File: src/rtl/cu_pkg.sv
// Shared definitions for the control sequencer: IR field positions, opcodes, states and ALU strobe bits.
// CTRL_MULDIV_EN controls whether mul/div decode as a legal instruction class.
package cu_pkg;

    localparam int OP_HI = 31;
    localparam int OP_LO = 27;
    localparam int RA_HI = 26;
    localparam int RA_LO = 23;
    localparam int RB_HI = 22;
    localparam int RB_LO = 19;
    localparam int RC_HI = 18;
    localparam int RC_LO = 15;

    localparam logic [4:0] OP_ADD  = 5'b00011;
    localparam logic [4:0] OP_SUB  = 5'b00100;
    localparam logic [4:0] OP_AND  = 5'b00101;
    localparam logic [4:0] OP_OR   = 5'b00110;
    localparam logic [4:0] OP_ROR  = 5'b00111;
    localparam logic [4:0] OP_ROL  = 5'b01000;
    localparam logic [4:0] OP_SHR  = 5'b01001;
    localparam logic [4:0] OP_SHRA = 5'b01010;
    localparam logic [4:0] OP_SHL  = 5'b01011;
    localparam logic [4:0] OP_MUL  = 5'b01111;
    localparam logic [4:0] OP_DIV  = 5'b10000;
    localparam logic [4:0] OP_NEG  = 5'b10001;
    localparam logic [4:0] OP_NOT  = 5'b10010;
    localparam logic [4:0] OP_NOP  = 5'b11010;
    localparam logic [4:0] OP_HALT = 5'b11011;

    localparam int ALU_W    = 13;
    localparam int ALU_ADD  = 0;
    localparam int ALU_SUB  = 1;
    localparam int ALU_MUL  = 2;
    localparam int ALU_DIV  = 3;
    localparam int ALU_AND  = 4;
    localparam int ALU_OR   = 5;
    localparam int ALU_SHR  = 6;
    localparam int ALU_SHRA = 7;
    localparam int ALU_SHL  = 8;
    localparam int ALU_ROR  = 9;
    localparam int ALU_ROL  = 10;
    localparam int ALU_NEG  = 11;
    localparam int ALU_NOT  = 12;

    typedef enum logic [3:0] {
        RST,
        T0,
        T1,
        T2,
        T3,
        T4,
        T5,
        T6,
        HALT
    } state_t;

    typedef enum logic [2:0] {
        CLS_ALU3,
        CLS_ALU2,
        CLS_MULDIV,
        CLS_NOP,
        CLS_HALT,
        CLS_ILLEGAL
    } op_class_t;

    // Groups opcodes by the shape of their execute sequence.
    function automatic op_class_t classify(input logic [4:0] op);
        op_class_t cls;
        case (op)
            OP_ADD, OP_SUB, OP_AND, OP_OR, OP_ROR,
            OP_ROL, OP_SHR, OP_SHRA, OP_SHL:  cls = CLS_ALU3;
            OP_NEG, OP_NOT:                   cls = CLS_ALU2;
`ifdef CTRL_MULDIV_EN
            OP_MUL, OP_DIV:                   cls = CLS_MULDIV;
`endif
            OP_NOP:                           cls = CLS_NOP;
            OP_HALT:                          cls = CLS_HALT;
            default:                          cls = CLS_ILLEGAL;
        endcase
        return cls;
    endfunction

    function automatic logic [ALU_W-1:0] alu_onehot(input logic [4:0] op);
        logic [ALU_W-1:0] v;
        v = '0;
        case (op)
            OP_ADD:  v[ALU_ADD]  = 1'b1;
            OP_SUB:  v[ALU_SUB]  = 1'b1;
            OP_MUL:  v[ALU_MUL]  = 1'b1;
            OP_DIV:  v[ALU_DIV]  = 1'b1;
            OP_AND:  v[ALU_AND]  = 1'b1;
            OP_OR:   v[ALU_OR]   = 1'b1;
            OP_SHR:  v[ALU_SHR]  = 1'b1;
            OP_SHRA: v[ALU_SHRA] = 1'b1;
            OP_SHL:  v[ALU_SHL]  = 1'b1;
            OP_ROR:  v[ALU_ROR]  = 1'b1;
            OP_ROL:  v[ALU_ROL]  = 1'b1;
            OP_NEG:  v[ALU_NEG]  = 1'b1;
            OP_NOT:  v[ALU_NOT]  = 1'b1;
            default: v = '0;
        endcase
        return v;
    endfunction

endpackage

File: src/rtl/cu_reg_select.sv
// Decodes a 4-bit register field into a one-hot register strobe, all-zero when not enabled.
module cu_reg_select
    import cu_pkg::*;
(
    input  logic [3:0]  field,
    input  logic        enable,
    output logic [15:0] onehot
);

    always_comb begin
        onehot = '0;
        if (enable) begin
            onehot[field] = 1'b1;
        end
    end

endmodule

File: src/rtl/control_sequencer.sv
// Hardwired Moore control unit: fetch in T0-T2, opcode-specific execute in T3-T6, HALT until clear.
// Define CTRL_MULDIV_EN to enable mul/div sequences; otherwise they pulse illegal like unknown opcodes.
module control_sequencer
    import cu_pkg::*;
(
    input  logic             clock,
    input  logic             clear,
    input  logic [31:0]      ir,
    input  logic             mem_rdy,
    output logic             PCout,
    output logic             PCin,
    output logic             MARin,
    output logic             MDRin,
    output logic             MDRout,
    output logic             MDMuxread,
    output logic             IRin,
    output logic             Yin,
    output logic             Zlowin,
    output logic             Zhighin,
    output logic             Zlowout,
    output logic             Zhighout,
    output logic             HIin,
    output logic             LOin,
    output logic             IncPC,
    output logic [15:0]      reg_in,
    output logic [15:0]      reg_out,
    output logic [ALU_W-1:0] alu_op,
    output logic             run,
    output logic             illegal
);

    state_t     state;
    state_t     state_next;
    op_class_t  op_class;
    logic [4:0] op;
    logic [3:0] ra;
    logic [3:0] rb;
    logic [3:0] rc;
    logic [3:0] out_field;
    logic       out_en;
    logic       in_en;
    logic       unused_ir_bits;

    assign op             = ir[OP_HI:OP_LO];
    assign ra             = ir[RA_HI:RA_LO];
    assign rb             = ir[RB_HI:RB_LO];
    assign rc             = ir[RC_HI:RC_LO];
    assign op_class       = classify(op);
    assign unused_ir_bits = ^ir[RC_LO-1:0];

    // T1 is the only state that can stall; everything else advances every clock.
    always_comb begin
        state_next = state;
        case (state)
            RST: state_next = T0;
            T0:  state_next = T1;
            T1:  state_next = mem_rdy ? T2 : T1;
            T2:  state_next = T3;
            T3: begin
                case (op_class)
                    CLS_ALU3, CLS_ALU2, CLS_MULDIV: state_next = T4;
                    CLS_HALT:                       state_next = HALT;
                    default:                        state_next = T0;
                endcase
            end
            T4:   state_next = (op_class == CLS_ALU3 || op_class == CLS_MULDIV) ? T5 : T0;
            T5:   state_next = (op_class == CLS_MULDIV) ? T6 : T0;
            T6:   state_next = T0;
            HALT: state_next = HALT;
            default: state_next = RST;
        endcase
    end

    always_ff @(posedge clock or negedge clear) begin
        if (!clear) begin
            state <= RST;
        end else begin
            state <= state_next;
        end
    end

    always_comb begin
        PCout     = 1'b0;
        PCin      = 1'b0;
        MARin     = 1'b0;
        MDRin     = 1'b0;
        MDRout    = 1'b0;
        MDMuxread = 1'b0;
        IRin      = 1'b0;
        Yin       = 1'b0;
        Zlowin    = 1'b0;
        Zlowout   = 1'b0;
        IncPC     = 1'b0;
        alu_op    = '0;
        illegal   = 1'b0;
        out_field = rb;
        out_en    = 1'b0;
        in_en     = 1'b0;
        run       = (state != RST) && (state != HALT);
        case (state)
            T0: begin
                PCout  = 1'b1;
                MARin  = 1'b1;
                IncPC  = 1'b1;
                Zlowin = 1'b1;
            end
            T1: begin
                Zlowout   = 1'b1;
                PCin      = 1'b1;
                MDMuxread = 1'b1;
                MDRin     = 1'b1;
            end
            T2: begin
                MDRout = 1'b1;
                IRin   = 1'b1;
            end
            T3: begin
                case (op_class)
                    CLS_ALU3: begin
                        out_en = 1'b1;
                        Yin    = 1'b1;
                    end
                    CLS_ALU2: begin
                        out_en = 1'b1;
                        alu_op = alu_onehot(op);
                        Zlowin = 1'b1;
                    end
                    CLS_MULDIV: begin
                        out_field = ra;
                        out_en    = 1'b1;
                        Yin       = 1'b1;
                    end
                    CLS_ILLEGAL: illegal = 1'b1;
                    default: ;
                endcase
            end
            T4: begin
                case (op_class)
                    CLS_ALU3: begin
                        out_field = rc;
                        out_en    = 1'b1;
                        alu_op    = alu_onehot(op);
                        Zlowin    = 1'b1;
                    end
                    CLS_ALU2: begin
                        Zlowout = 1'b1;
                        in_en   = 1'b1;
                    end
                    CLS_MULDIV: begin
                        out_en = 1'b1;
                        alu_op = alu_onehot(op);
                        Zlowin = 1'b1;
                    end
                    default: ;
                endcase
            end
            T5: begin
                if (op_class == CLS_ALU3) begin
                    Zlowout = 1'b1;
                    in_en   = 1'b1;
                end else if (op_class == CLS_MULDIV) begin
                    Zlowout = 1'b1;
                end
            end
            default: ;
        endcase
    end

    // The 64-bit product/quotient path only exists when mul/div is built in.
`ifdef CTRL_MULDIV_EN
    assign Zhighin  = (state == T4) && (op_class == CLS_MULDIV);
    assign LOin     = (state == T5) && (op_class == CLS_MULDIV);
    assign Zhighout = (state == T6) && (op_class == CLS_MULDIV);
    assign HIin     = (state == T6) && (op_class == CLS_MULDIV);
`else
    assign Zhighin  = 1'b0;
    assign LOin     = 1'b0;
    assign Zhighout = 1'b0;
    assign HIin     = 1'b0;
`endif

    cu_reg_select u_sel_in (
        .field  (ra),
        .enable (in_en),
        .onehot (reg_in)
    );

    cu_reg_select u_sel_out (
        .field  (out_field),
        .enable (out_en),
        .onehot (reg_out)
    );

endmodule

File: config.mk
export PLATFORM = sky130hd
export DESIGN_NAME = control_sequencer
export DESIGN_NICKNAME = d
export VERILOG_FILES = /design/src/rtl/cu_pkg.sv /design/src/rtl/cu_reg_select.sv /design/src/rtl/control_sequencer.sv
export SDC_FILE = /design/constraint.sdc
export NUM_CORES = 1
export LEC_CHECK = 0
export BUFFER_PORTS_ARGS = -buffer_cell sky130_fd_sc_hd__buf_2
export CELL_PAD_IN_SITES_DETAIL_PLACEMENT = 0
export CELL_PAD_IN_SITES_GLOBAL_PLACEMENT = 1
export CORE_ASPECT_RATIO = 0.5
export CORE_UTILIZATION = 24
export CTS_BUF_LIST = sky130_fd_sc_hd__clkbuf_2
export DETAILED_ROUTE_END_ITERATION = 8
export PLACE_DENSITY_LB_ADDON = 0.1
export SLEW_MARGIN = 20
export SYNTH_ARGS = -nofsm -noshare
export SYNTH_HDL_FRONTEND = slang
export SYNTH_SLANG_ARGS = --single-unit
File: constraint.sdc
create_clock -name clock -period 2 [get_ports clock]
set_clock_uncertainty 0.2 [all_clocks]
set_input_delay 0.1 -clock clock [delete_from_list [all_inputs] [get_ports clock]]
set_output_delay 0.1 -clock clock [all_outputs]
set_load 0.01 [all_outputs]
==> impl_metrics.tcl <==
set metrics [dict create \
    cp.required_ns 1.70 \
    routedWlPerCell_um 13.2 \
    r2r_cells 5 \
    clk_latency_ns 0.20 \
    cts_tree "yes" \
    fin_crit_ns 2.50 \
    coreArea_um2 5070 \
    rows 18 \
    detail_route.first_pass.iterations 4 \
    ys_types 55 \
    via_per_inst 5.00 \
    crit_path_top_delay_cell "or4_4" \
    yosys.area_share.adder 0.0481 \
    area_growth_pct 86.1 \
    hp-class "in -> async" \
    clkSlewWorstSetupHoldPaths_ns 0.04 \
    gr-usage-all-layers 0.168 \
    synth_top_family_by_area "simple AND/OR/NAND/NOR gates" \
    slowest_delay_ns 0.55 \
    ys_seq_area_frac 0.0770 \
    num_antenna_cells 0 \
    largestRegisters "state: 4 flops" \
    hold_viol 0 \
    num_vias 1790 \
    io_pins 97 \
    ys.flop_type "dfrtp_1" \
    rr_endpoint "state[1]$_DFF_PN0_" \
    fmax_ghz 0.399 \
    ant_nets 0 \
    drcViolationCount 0 \
    cp_cell_sequence "or4_4, o22ai_4, or3b_4, nor4_2, buf_2" \
    setup_violations 41 \
    stdcell_area_um2 2420 \
    h-tree-depth 1 \
    ys_ff_latch 4 \
    report.final.slew_viol_count 0 \
    cts.path.max_buffers 2 \
    power-per-cell-area_nw_per_um2 621 \
    tightest_slew_ns 0.740 \
    top_layer "met4" \
    whs_ns 0.0335 \
    ir_drop_uv 376 \
    ys_warn_count 0 \
    drive_gt1_frac 0.639 \
    rr_startpoint "state[0]$_DFF_PN0_" \
    cts_buffers 3 \
    largest_reg_flops 4 \
    path_buf_inv 1 \
    syn_area_um2 1300 \
    overflow 0 \
    cap_viol_max_count 0 \
    clock_sinks 4 \
    dr.first_iter.drc_count 57 \
    cts_root_buf "clkbuf_2" \
    crit_path_start_kind "register" \
    routed_wl_um 4720 \
    worst-path-max-fanout 8 \
    start_util 0.257 \
    violations "setup timing" \
    cp-end-kind "primary output" \
    route.met2.wl_um 1950 \
    synth-xor-area-share 0 \
    wl_met1_um 2470 \
    layout_setup_ws_ns -0.505 \
    setup_tns_ns -9.61 \
    synthSimpleGateAreaFrac 0.488 \
    largest_register "state" \
    synth_edf_count 0 \
    grt_pass1_wl_um 7600 \
    synth-compound-area-share 0.230 \
    slew_headroom 0.506 \
    min_period_over_period 1.25 \
    dpl.hpwl_um 3690 \
    postSynthCellCount 183 \
    synth_area_per_cell_um2 7.10 \
    status "finished, violations left" \
    die_w_um 106 \
    muxShareOfSynthArea 0.0164 \
    layout.area.seq_um2 104 \
    die_y_um 54.0 \
    power.leakage_nw 1.10 \
    rsz0062_at_grt "yes" \
    final_nets 330 \
    critPathKind "reg -> out" \
    r2r_slack_ns 0.38 \
    placed_cell_area_um2 2020 \
    worst_ep_arrival_time_ns 2.20 \
    power_mw 1.50 \
    multi_input_area_um2 1390 \
    wl_met3_um 274 \
    antenna_found_initial 0 \
    synth-async-reset-ratio 1.00 \
    portBuffers 76 \
    fillers 530 \
    gp_congestion 0.786 \
    grt_start_max_net_pins 16 \
    grt_pass1_vias 1546 \
    die_area_um2 5730 \
    crit_family "simple AND/OR/NAND/NOR gates" \
]
==> layout make-up <==
type                    count  share of cell area
clock buffers               3             0.00620
repair buffers            121               0.330
multi-input cells         153               0.573
flip-flops and latches      4              0.0429
inverters                   7              0.0109
well taps                  70              0.0362
==> cell usage in the layout (no fill, tap or decap), drive strengths merged, types with 3 or more instances in the layout <==
master  instances
nand4           5
clkbuf          3
conb            5
a21oi           8
o22ai           4
nand2           6
ha              5
o21ai           7
dfrtp           4
nor3b           4
nor2           20
nor4           20
nor3           12
and3            7
and2            7
inv             7
a221oi          3
buf           120
nand2b          4
==> per-layer routing <==
layer / up-vias / global-route usage
met2: 72 / 0.270
met5: - / 0
li1: 897 / -
met4: 0 / 0.0347
met1: 817 / 0.242
met3: 4 / 0.0169
==> synthesized netlist by cell type (3+ instances only) <==
cell type / count / share of area
nand4_1: 5 / 0.024
o21ai_0: 5 / 0.019
a21oi_1: 6 / 0.023
inv_1: 6 / 0.017
buf_2: 5 / 0.019
and3_1: 6 / 0.029
nor3_1: 12 / 0.046
nand2_1: 6 / 0.017
o22ai_1: 3 / 0.014
nand2b_1: 4 / 0.019
and2_1: 7 / 0.034
ha_1: 5 / 0.048
nor2_1: 20 / 0.058
buf_4: 12 / 0.069
dfrtp_1: 4 / 0.077
nor4_1: 18 / 0.087
==> report_power, final <==
group          internal (mW)  total (mW)  switching (mW)  leakage (nW)
Combinational          0.607        1.29           0.679          1.04
Sequential             0.112       0.148          0.0361        0.0473
Clock                 0.0403      0.0696          0.0293        0.0125
Total                  0.759        1.50           0.744          1.10
==> logic make-up (layout without fill, tap and decap cells) <==
group,after synthesis,in the layout
AND/OR/NAND/NOR,102,102
AO/OA/AOI/OAI,39,39
buffers and inverters,30,131
adder cells (fa/ha/maj),5,5
flip-flops,4,4
multiplexers,2,2
other,1,5
==> timing repair <==
item                                    in CTS  in global routing
buffers inserted                             7                  4
hold buffers                                 1                  0
resized for setup                           41                 20
pin swaps                                    7                 10
endpoints found under the setup margin      46                 47
hold endpoints to repair                     4                  0
==> how the worst max path moves through the flow <==
stage / startpoint / endpoint / slack, ns / depth (start not counted)
floorplan: state[0]$_DFF_PN0_ / reg_out[10] / -0.14 / 5
global placement: ir[27] / reg_out[9] / -0.44 / 8
detailed placement: ir[27] / reg_out[7] / -0.53 / 8
CTS: state[1]$_DFF_PN0_ / reg_out[4] / -0.48 / 6
global route: state[1]$_DFF_PN0_ / reg_out[2] / -0.60 / 5
finish: state[1]$_DFF_PN0_ / reg_out[4] / -0.50 / 5
==> metrics by stage <==
| step | utilization | cells | worst slack, ns |
|---|---|---|---|
| 3_5_place_dp | 0.398 | 346 | -0.526 |
| 3_3_place_gp | 0.398 | 346 | -0.436 |
| 2_1_floorplan | - | 187 | -0.136 |
| 4_1_cts | 0.450 | 357 | -0.481 |
| 5_1_grt | 0.478 | 358 | -0.604 |
| 6_report | 0.478 | 358 | -0.505 |
(Power assumes the default switching activity.)
